<file path="src/rtl/lsu_ctrl.sv">
// lsu_ctrl: load/store unit controller between the MEM stage and a 32-bit
// word-addressed data memory. Sub-word stores use read-modify-write and
// loads are sign/zero-extended.
// Optional feature macro: LSU_MISALIGN_TRAP_EN. When it is defined,
// misaligned half/word accesses are trapped. When it is undefined, they are
// aligned down.
module lsu_ctrl #(
  parameter int ADDR_W = 5
) (
  input  logic        clk,
  input  logic        reset,
  input  logic        req_valid,
  output logic        req_ready,
  input  logic        req_write,
  input  logic [1:0]  req_size,
  input  logic        req_unsigned,
  input  logic [31:0] req_addr,
  input  logic [31:0] req_wdata,
  output logic        resp_valid,
  output logic [31:0] resp_rdata,
  output logic        resp_err,
  output logic        stall,
  output logic        mem_read,
  output logic        mem_write,
  output logic [31:0] mem_address,
  output logic [31:0] mem_write_data,
  input  logic [31:0] mem_read_data
);

  typedef enum logic [2:0] {IDLE, RD, RMW_RD, RMW_WR, WR, RESP} state_t;

  state_t             state_reg, state_next;
  logic [ADDR_W+1:0]  addr_reg;
  logic [1:0]         size_reg;
  logic               unsigned_reg;
  logic [31:0]        wdata_reg;
  logic [31:0]        word_reg;
  logic [31:0]        rdata_reg;
  logic               err_reg;
  logic               accept;
  logic               misalign;
  logic [31:0]        load_ext;
  logic [31:0]        merged;
  logic [31:0]        wdata_rep;
  logic [3:0]         byte_en;
  logic [1:0]         lane_off;
  logic [31:0]        shifted;
  logic               is_byte, is_half;
  logic               unused_addr_bits;

  // Upper address bits lie outside the memory and are deliberately dropped.
  assign unused_addr_bits = ^req_addr[31:ADDR_W+2];

  assign accept    = (state_reg == IDLE) && req_valid;
  assign req_ready = (state_reg == IDLE);
  assign stall     = !req_ready;

`ifdef LSU_MISALIGN_TRAP_EN
  assign misalign = ((req_size == 2'b01) && req_addr[0]) ||
                    (req_size[1] && (req_addr[1:0] != 2'b00));
`else
  assign misalign = 1'b0;
`endif

  // Size decode from the registered request; size 11 behaves as a word.
  assign is_byte  = (size_reg == 2'b00);
  assign is_half  = (size_reg == 2'b01);
  // Half accesses use only addr[1], which also aligns an odd half down.
  assign lane_off = is_byte ? addr_reg[1:0] : {addr_reg[1], 1'b0};

  // Byte enables and replicated store data per little-endian lane.
  always_comb begin
    byte_en   = 4'b1111;
    wdata_rep = wdata_reg;
    if (is_byte) begin
      byte_en   = 4'b0001 << addr_reg[1:0];
      wdata_rep = {4{wdata_reg[7:0]}};
    end else if (is_half) begin
      byte_en   = addr_reg[1] ? 4'b1100 : 4'b0011;
      wdata_rep = {2{wdata_reg[15:0]}};
    end
  end

  // Merge new store lanes into the word read back during RMW_RD.
  generate
    for (genvar gi = 0; gi < 4; gi++) begin : g_lane
      assign merged[8*gi +: 8] = byte_en[gi] ? wdata_rep[8*gi +: 8]
                                             : word_reg[8*gi +: 8];
    end
  endgenerate

  // Extract and extend the addressed lane of the returned word.
  always_comb begin
    shifted  = mem_read_data >> {lane_off, 3'b000};
    load_ext = mem_read_data;
    if (is_byte)
      load_ext = unsigned_reg ? {24'h0, shifted[7:0]}
                              : {{24{shifted[7]}}, shifted[7:0]};
    else if (is_half)
      load_ext = unsigned_reg ? {16'h0, shifted[15:0]}
                              : {{16{shifted[15]}}, shifted[15:0]};
  end

  // Next-state decode.
  always_comb begin
    state_next = state_reg;
    case (state_reg)
      IDLE: begin
        if (req_valid) begin
          if (misalign)                 state_next = RESP;
          else if (!req_write)          state_next = RD;
          else if (req_size[1])         state_next = WR;
          else                          state_next = RMW_RD;
        end
      end
      RD:      state_next = RESP;
      RMW_RD:  state_next = RMW_WR;
      RMW_WR:  state_next = RESP;
      WR:      state_next = RESP;
      RESP:    state_next = IDLE;
      default: state_next = IDLE;
    endcase
  end

  // State and request registers; reset drops any in-flight access at once.
  always_ff @(posedge clk or negedge reset) begin
    if (!reset) begin
      state_reg    <= IDLE;
      addr_reg     <= '0;
      size_reg     <= 2'b00;
      unsigned_reg <= 1'b0;
      wdata_reg    <= 32'h0;
      word_reg     <= 32'h0;
      rdata_reg    <= 32'h0;
      err_reg      <= 1'b0;
    end else begin
      state_reg <= state_next;
      if (accept) begin
        addr_reg     <= req_addr[ADDR_W+1:0];
        size_reg     <= req_size;
        unsigned_reg <= req_unsigned;
        wdata_reg    <= req_wdata;
        rdata_reg    <= 32'h0;
        err_reg      <= misalign;
      end
      if (state_reg == RD)     rdata_reg <= load_ext;
      if (state_reg == RMW_RD) word_reg  <= mem_read_data;
    end
  end

  // Memory strobes depend only on the state and the registered request.
  assign mem_read       = (state_reg == RD) || (state_reg == RMW_RD);
  assign mem_write      = (state_reg == WR) || (state_reg == RMW_WR);
  assign mem_address    = (mem_read || mem_write)
                          ? {{(32-ADDR_W){1'b0}}, addr_reg[ADDR_W+1:2]} : 32'h0;
  assign mem_write_data = (state_reg == WR)     ? wdata_reg :
                          (state_reg == RMW_WR) ? merged    : 32'h0;

  assign resp_valid = (state_reg == RESP);
  assign resp_rdata = resp_valid ? rdata_reg : 32'h0;
`ifdef LSU_MISALIGN_TRAP_EN
  assign resp_err   = resp_valid && err_reg;
`else
  assign resp_err   = 1'b0;
`endif

endmodule

</file>
<file path="config.mk">
export PLATFORM = sky130hd
export DESIGN_NAME = lsu_ctrl
export DESIGN_NICKNAME = d
export VERILOG_FILES = /design/src/rtl/lsu_ctrl.sv
export SDC_FILE = /design/constraint.sdc
export NUM_CORES = 1
export LEC_CHECK = 0
export CAP_MARGIN = 20
export CORE_MARGIN = 2
export CORE_UTILIZATION = 46
export DETAILED_ROUTE_END_ITERATION = 8
export GPL_TIMING_DRIVEN = 0
export PLACE_DENSITY_LB_ADDON = 0.25
export SETUP_SLACK_MARGIN = 0.15
export SLEW_MARGIN = 20
export SYNTH_ARGS = -nofsm -noshare
export SYNTH_HDL_FRONTEND = slang
export SYNTH_SLANG_ARGS = --single-unit
</file>
<file path="constraint.sdc">
create_clock -name clk -period 1.8 [get_ports clk]
set_input_delay 0.18 -clock clk [delete_from_list [all_inputs] [get_ports clk]]
set_output_delay 0.18 -clock clk [all_outputs]
set_load 0.02 [all_outputs]
</file>
# --- Yosys cells after proc, flatten, opt, wreduce, memory -nomap -nowiden ---
# Cells that the tools add are included.
totals:
  output_inout_bits: 102
  regBits: 109
op_classes:
  eq_ne: 7
  n_reduce_logical: 9
  n_shift: 2
  mux: 24
ops:
  columns: ["op", "n"]
  rows:
  - ["2-to-1 mux 32 bit", 11]
  - ["2-to-1 mux 8 bit", 4]
  - ["right shift 32 x 5 -> 16 bit", 1]
  - ["2-to-1 mux 4 bit", 3]
  - ["2-to-1 mux 3 bit", 3]
  - ["case mux 3 bit (3 select lines)", 1]
  - ["equality test 3 x 2 -> 1 bit (second input constant)", 2]
  - ["equality test 3 bit (second input constant)", 2]
  - ["2-to-1 mux 5 bit", 1]
  - ["left shift 1 x 2 -> 4 bit (first input constant)", 1]
  - ["equality test 3 x 1 -> 1 bit (second input constant)", 1]
  - ["logical NOT 3 bit", 1]
  - ["logical OR 1 bit", 3]
  - ["OR reduction 3 bit", 1]
  - ["equality test 2 x 1 -> 1 bit (second input constant)", 1]
  - ["logical NOT 2 bit", 1]
  - ["!= test 2 bit (second input constant)", 1]
  - ["nonzero test 2 bit", 1]
  - ["logical AND 1 bit", 1]
  - ["logical NOT 1 bit", 1]
  - ["2-to-1 mux 1 bit", 1]

# --- Logic depth before layout (Yosys ltp) ---
depth:
  ltp_word: 7
  depth_mapped: 7
  mapped_depth_nobuf: 4

# --- Worst setup path before layout ---
# Ideal clock, no wire load.
synth_timing:
  path_kind: "register -> register"
  startpoint: "register state_reg[1]"
  endpoint: "register addr_reg[6]"
  path_buffers: 3
  t_required_ns: 1.673
  t_arrival_ns: 1.746
  period_less_slack_ns: 1.873
  slack_ns: -0.073
  stages_incl_launch_ff: 7
  cell_sequence: "dfrtp_1 > buf_4 > nor3_2 > and2_1 > buf_4 > buf_6 > mux2_1"
synth_via:
  elab_chain_len: 2
synth_rtl:
  columns: ["element", "line", "text"]
  rows:
  - ["start, declared", "32", "state_t state_reg, state_next;"]
  - ["start signal, assigned", "137", "state_reg <= state_next;"]
  - ["logical NOT 3 bit", null, null]
  - ["net req_ready", "13", "output logic req_ready,"]
  - ["logical AND 1 bit", "54", "assign accept = (state_reg == IDLE) && req_valid;"]
  - ["end signal, assigned", "139", "addr_reg <= req_addr[ADDR_W+1:0];"]
  - ["end, declared", "33", "logic [ADDR_W+1:0] addr_reg;"]
# The timed path passes the listed nets, and every way through them passes these cells.
# A chain may end at the register's enable or synchronous reset.

# --- Worst setup path in the final report ---
layout_timing:
  startpoint: "register addr_reg[1]"
  endpoint: "output port mem_write_data[1]"
layout_via:
  elab_chain_len: 6
layout_rtl:
  columns: ["element", "line", "text"]
  rows:
  - ["2-to-1 mux 4 bit", "79", "byte_en = addr_reg[1] ? 4'b1100 : 4'b0011;"]
  - ["2-to-1 mux 4 bit", "78", "end else if (is_half) begin"]
  - ["2-to-1 mux 4 bit (*)", "75", "if (is_byte) begin"]
  - ["2-to-1 mux 8 bit (*)", "87", "assign merged[8*gi +: 8] = byte_en[gi] ? wdata_rep[8*gi +: 8]"]
  - ["2-to-1 mux 32 bit (*)", "157", "(state_reg == RMW_WR) ? merged : 32'h0;"]
  - ["2-to-1 mux 32 bit (*)", "156", "assign mem_write_data = (state_reg == WR) ? wdata_reg :"]
  - ["end, declared", "26", "output logic [31:0] mem_write_data,"]
# Every way passes the cells marked *; elsewhere a longest branch is shown, timed or not.

==> flow_metrics.env <==
export IMPL_r2r_start="size_reg[1]"
export IMPL_synth_cell_area_mm2=0.006115
export IMPL_grt_busiest_layer="met2"
export IMPL_grt_pass1_wl_um=31560
export IMPL_reg2reg_slack_ns=-0.23
export IMPL_grt_overflow_total=0
export IMPL_avgViaCountPerCell=5.838
export IMPL_ys_ff_latch=109
export IMPL_fin_area_mm2=0.01041
export IMPL_cts_made_buffers=9
export IMPL_crit_family="buffers and inverters"
export IMPL_fin_worst_skew_ns=0.01085
export IMPL_maxCapViolCount=0
export IMPL_layout_commonest_cell="buf_6"
export IMPL_wl_um=23460
export IMPL_cts_tree="yes"
export IMPL_firstDrtPassIters=5
export IMPL_met3_usage=0.06130
export IMPL_initial_core_util=0.4673
export IMPL_cp_num_buf_inv=5
export IMPL_status="finished, violations left"
export IMPL_vdd_drop_max_uv=898.4
export IMPL_dr_total_vias=5780
export IMPL_post_dp_hpwl_um=13790
export IMPL_final_cell_mix="108 x buf_6, 106 x dfrtp_1, 76 x clkdlybuf4s50_1"
export IMPL_synth_top_flop_cell="dfrtp_1"
export IMPL_nets=913
export IMPL_violations="negative setup slack"
export IMPL_worstMarginPinSlew_ns=0.6354
export IMPL_cpMostUsedCell="buf_6"
export IMPL_detail_route_antenna_nets=0
export IMPL_worstSetupPathDepth=8
export IMPL_cp_end_kind="primary output"
export IMPL_yosysWarnings=0
export IMPL_fillCellCount=699
export IMPL_fp_dieArea_mm2=0.01423
export IMPL_slowest_stage="dfrtp_1"
export IMPL_coreArea_mm2=0.01309
export IMPL_grt_util_met1=0.3721
export IMPL_syn_to_final_growth_pct=70.29
export IMPL_grt_pass1_vias=5612
export IMPL_die_y_um=119.3
export IMPL_worstReg2RegEnd="rdata_reg[5]"
export IMPL_drive_gt1_frac=0.5430
export IMPL_grt_usage=0.2881
export IMPL_tns_ns=-23.52
export IMPL_clk_pin_slew_worst_paths_ns=0.08
export IMPL_critPathMaxFanout=8
export IMPL_synth_cell_type_count=53
export IMPL_worstPathRequired_ns=1.62
export IMPL_r2r_cells=8
export IMPL_crit_start="addr_reg[1]"
export IMPL_power_density_mw_per_mm2=1879
export IMPL_worst_slack_ns=-0.3212
export IMPL_rsz0062_at_grt="yes"
export IMPL_place_congestion=0.8508
export IMPL_fin_crit_ns=2.121
export IMPL_wl_per_cell_um=23.69
export IMPL_fmax_ghz=0.4714
export IMPL_io_pins=205
export IMPL_synth_enable_flop_cells=0
export IMPL_cts_sinks=109
export IMPL_postSynthCellCount=540
export IMPL_fp_row_count=42
export IMPL_ff_latch_area_mm2=0.002731
export IMPL_worstSetupEndpoint="mem_write_data[1]"
export IMPL_drt_iter0_drc=422
export IMPL_async_reset_ff_frac=1.000
export IMPL_clk_path_buf_depth=2
export IMPL_syn_avg_cell_area_um2=11.32
export IMPL_maxSlewViolCount=0
export IMPL_synth_yosys_seq_area_share=0.4461
export IMPL_slowest_delay_ns=0.43
export IMPL_diodes=0
export IMPL_use_met2=0.4853
export IMPL_place_area_mm2=0.008209
export IMPL_numPortBuffers=151
export IMPL_grt_max_degree=65
export IMPL_cp_cell_sequence="buf_6 -> inv_4 -> a21oi_4 -> buf_6 -> o21ai_4 -> buf_6 -> a22o_1 -> buf_6"
export IMPL_setup_viol=143
export IMPL_drc=0
export IMPL_antenna_found_initial=0
export IMPL_hold_class="in -> async"
export IMPL_leakage_uw=0.004784
export IMPL_start_kind="flop"
export IMPL_finalCritPeriodShare=1.178
export IMPL_clock_latency_ns=0.35
export IMPL_finalHoldViolations=0
export IMPL_htreeDepth=3
export IMPL_hold_ws_ns=0.3332
export IMPL_relSlewSlack=0.5764
export IMPL_root_buffer="clkbuf_16"
export IMPL_arrival_ns=1.94
export IMPL_worstSetupPathType="reg -> out"
export IMPL_multiInputGateArea_mm2=0.003805
export IMPL_power_uw=19570
export IMPL_dieWidth_um=119.3
what timing repair did:
item | CTS | global route
endpoints found under the setup margin | 159 | 178
gates cloned | 8 | 4
buffers inserted | 40 | 27
hold buffers | 1 | 0
hold endpoints to repair | 45 | 0
pin swaps | 46 | 37
gates resized for setup | 560 | 148
cell families after synthesis:
| group | after synthesis | share of synthesized area |
|---|---|---|
| compound gates | 125 | 0.1465 |
| xor+xnor | 1 | 0.001433 |
| buf+inv | 73 | 0.07898 |
| flops | 109 | 0.4461 |
| mux | 122 | 0.2196 |
| other cells | 1 | 0.0006133 |
| simple gates | 109 | 0.1068 |
cells in the mapped netlist (all sizes together), types with 5 or more instances:
library cell | count | area [µm²]
dfrtp | 109 | 2728
mux2 | 91 | 1028
buf | 53 | 406.6
and2 | 41 | 256.5
o21ai | 39 | 195.2
nand2 | 32 | 120.1
mux2i | 31 | 314.1
a22o | 18 | 157.7
a221o | 16 | 160.2
a21oi | 15 | 86.34
clkbuf | 15 | 57.55
nor2 | 11 | 43.80
a22oi | 8 | 60.06
a2bb2oi | 8 | 70.07
o22ai | 8 | 50.05
nor3 | 7 | 61.31
inv | 5 | 18.76
power by group:
group / internal [µW] / switching [µW] / total (µW)
Clock: 1150 / 918 / 2070
Sequential: 3620 / 1200 / 4820
Combinational: 7070 / 5610 / 12700
metrics by stage:
| step | utilization | cells | setup slack, ns |
|---|---|---|---|
| final | 0.7958 | 990 | -0.3212 |
| after global routing | 0.7958 | 990 | -0.3740 |
| after CTS | 0.7336 | 959 | -0.2901 |
| after detailed placement | 0.6274 | 895 | -0.7642 |
| after global placement | 0.6252 | 894 | -3.445 |
| after floorplan | - | 567 | 0.02256 |
how the worst min path moves through the flow:
stage,endpoint,slack [ns],cells after the start
final,addr_reg[1],0.33,2
after floorplan,addr_reg[0],-0.12,0
after global routing,rdata_reg[0],0.37,2
after detailed placement,wdata_reg[16],0.13,1
after global placement,addr_reg[6],0.46,1
after CTS,wdata_reg[16],0.36,2
layout make-up:
| class | count | share of cell area |
|---|---|---|
| multi-input cells | 385 | 0.3654 |
| flip-flops and latches | 109 | 0.2623 |
| repair buffers | 232 | 0.2508 |
| plain buffers | 68 | 0.06909 |
| clock buffers | 12 | 0.02463 |
| well taps | 176 | 0.02115 |
| clock inverters | 3 | 0.004326 |
| inverters | 5 | 0.002283 |
per-layer routing:
metal / up-vias / wire length [µm]
met1: 2811 / 8817
met3: 109 / 2180
li1: 2455 / -
met2: 405 / 11360
met5: - / 0
met4: 0 / 1100
Power figures use the tool's default switching activity.
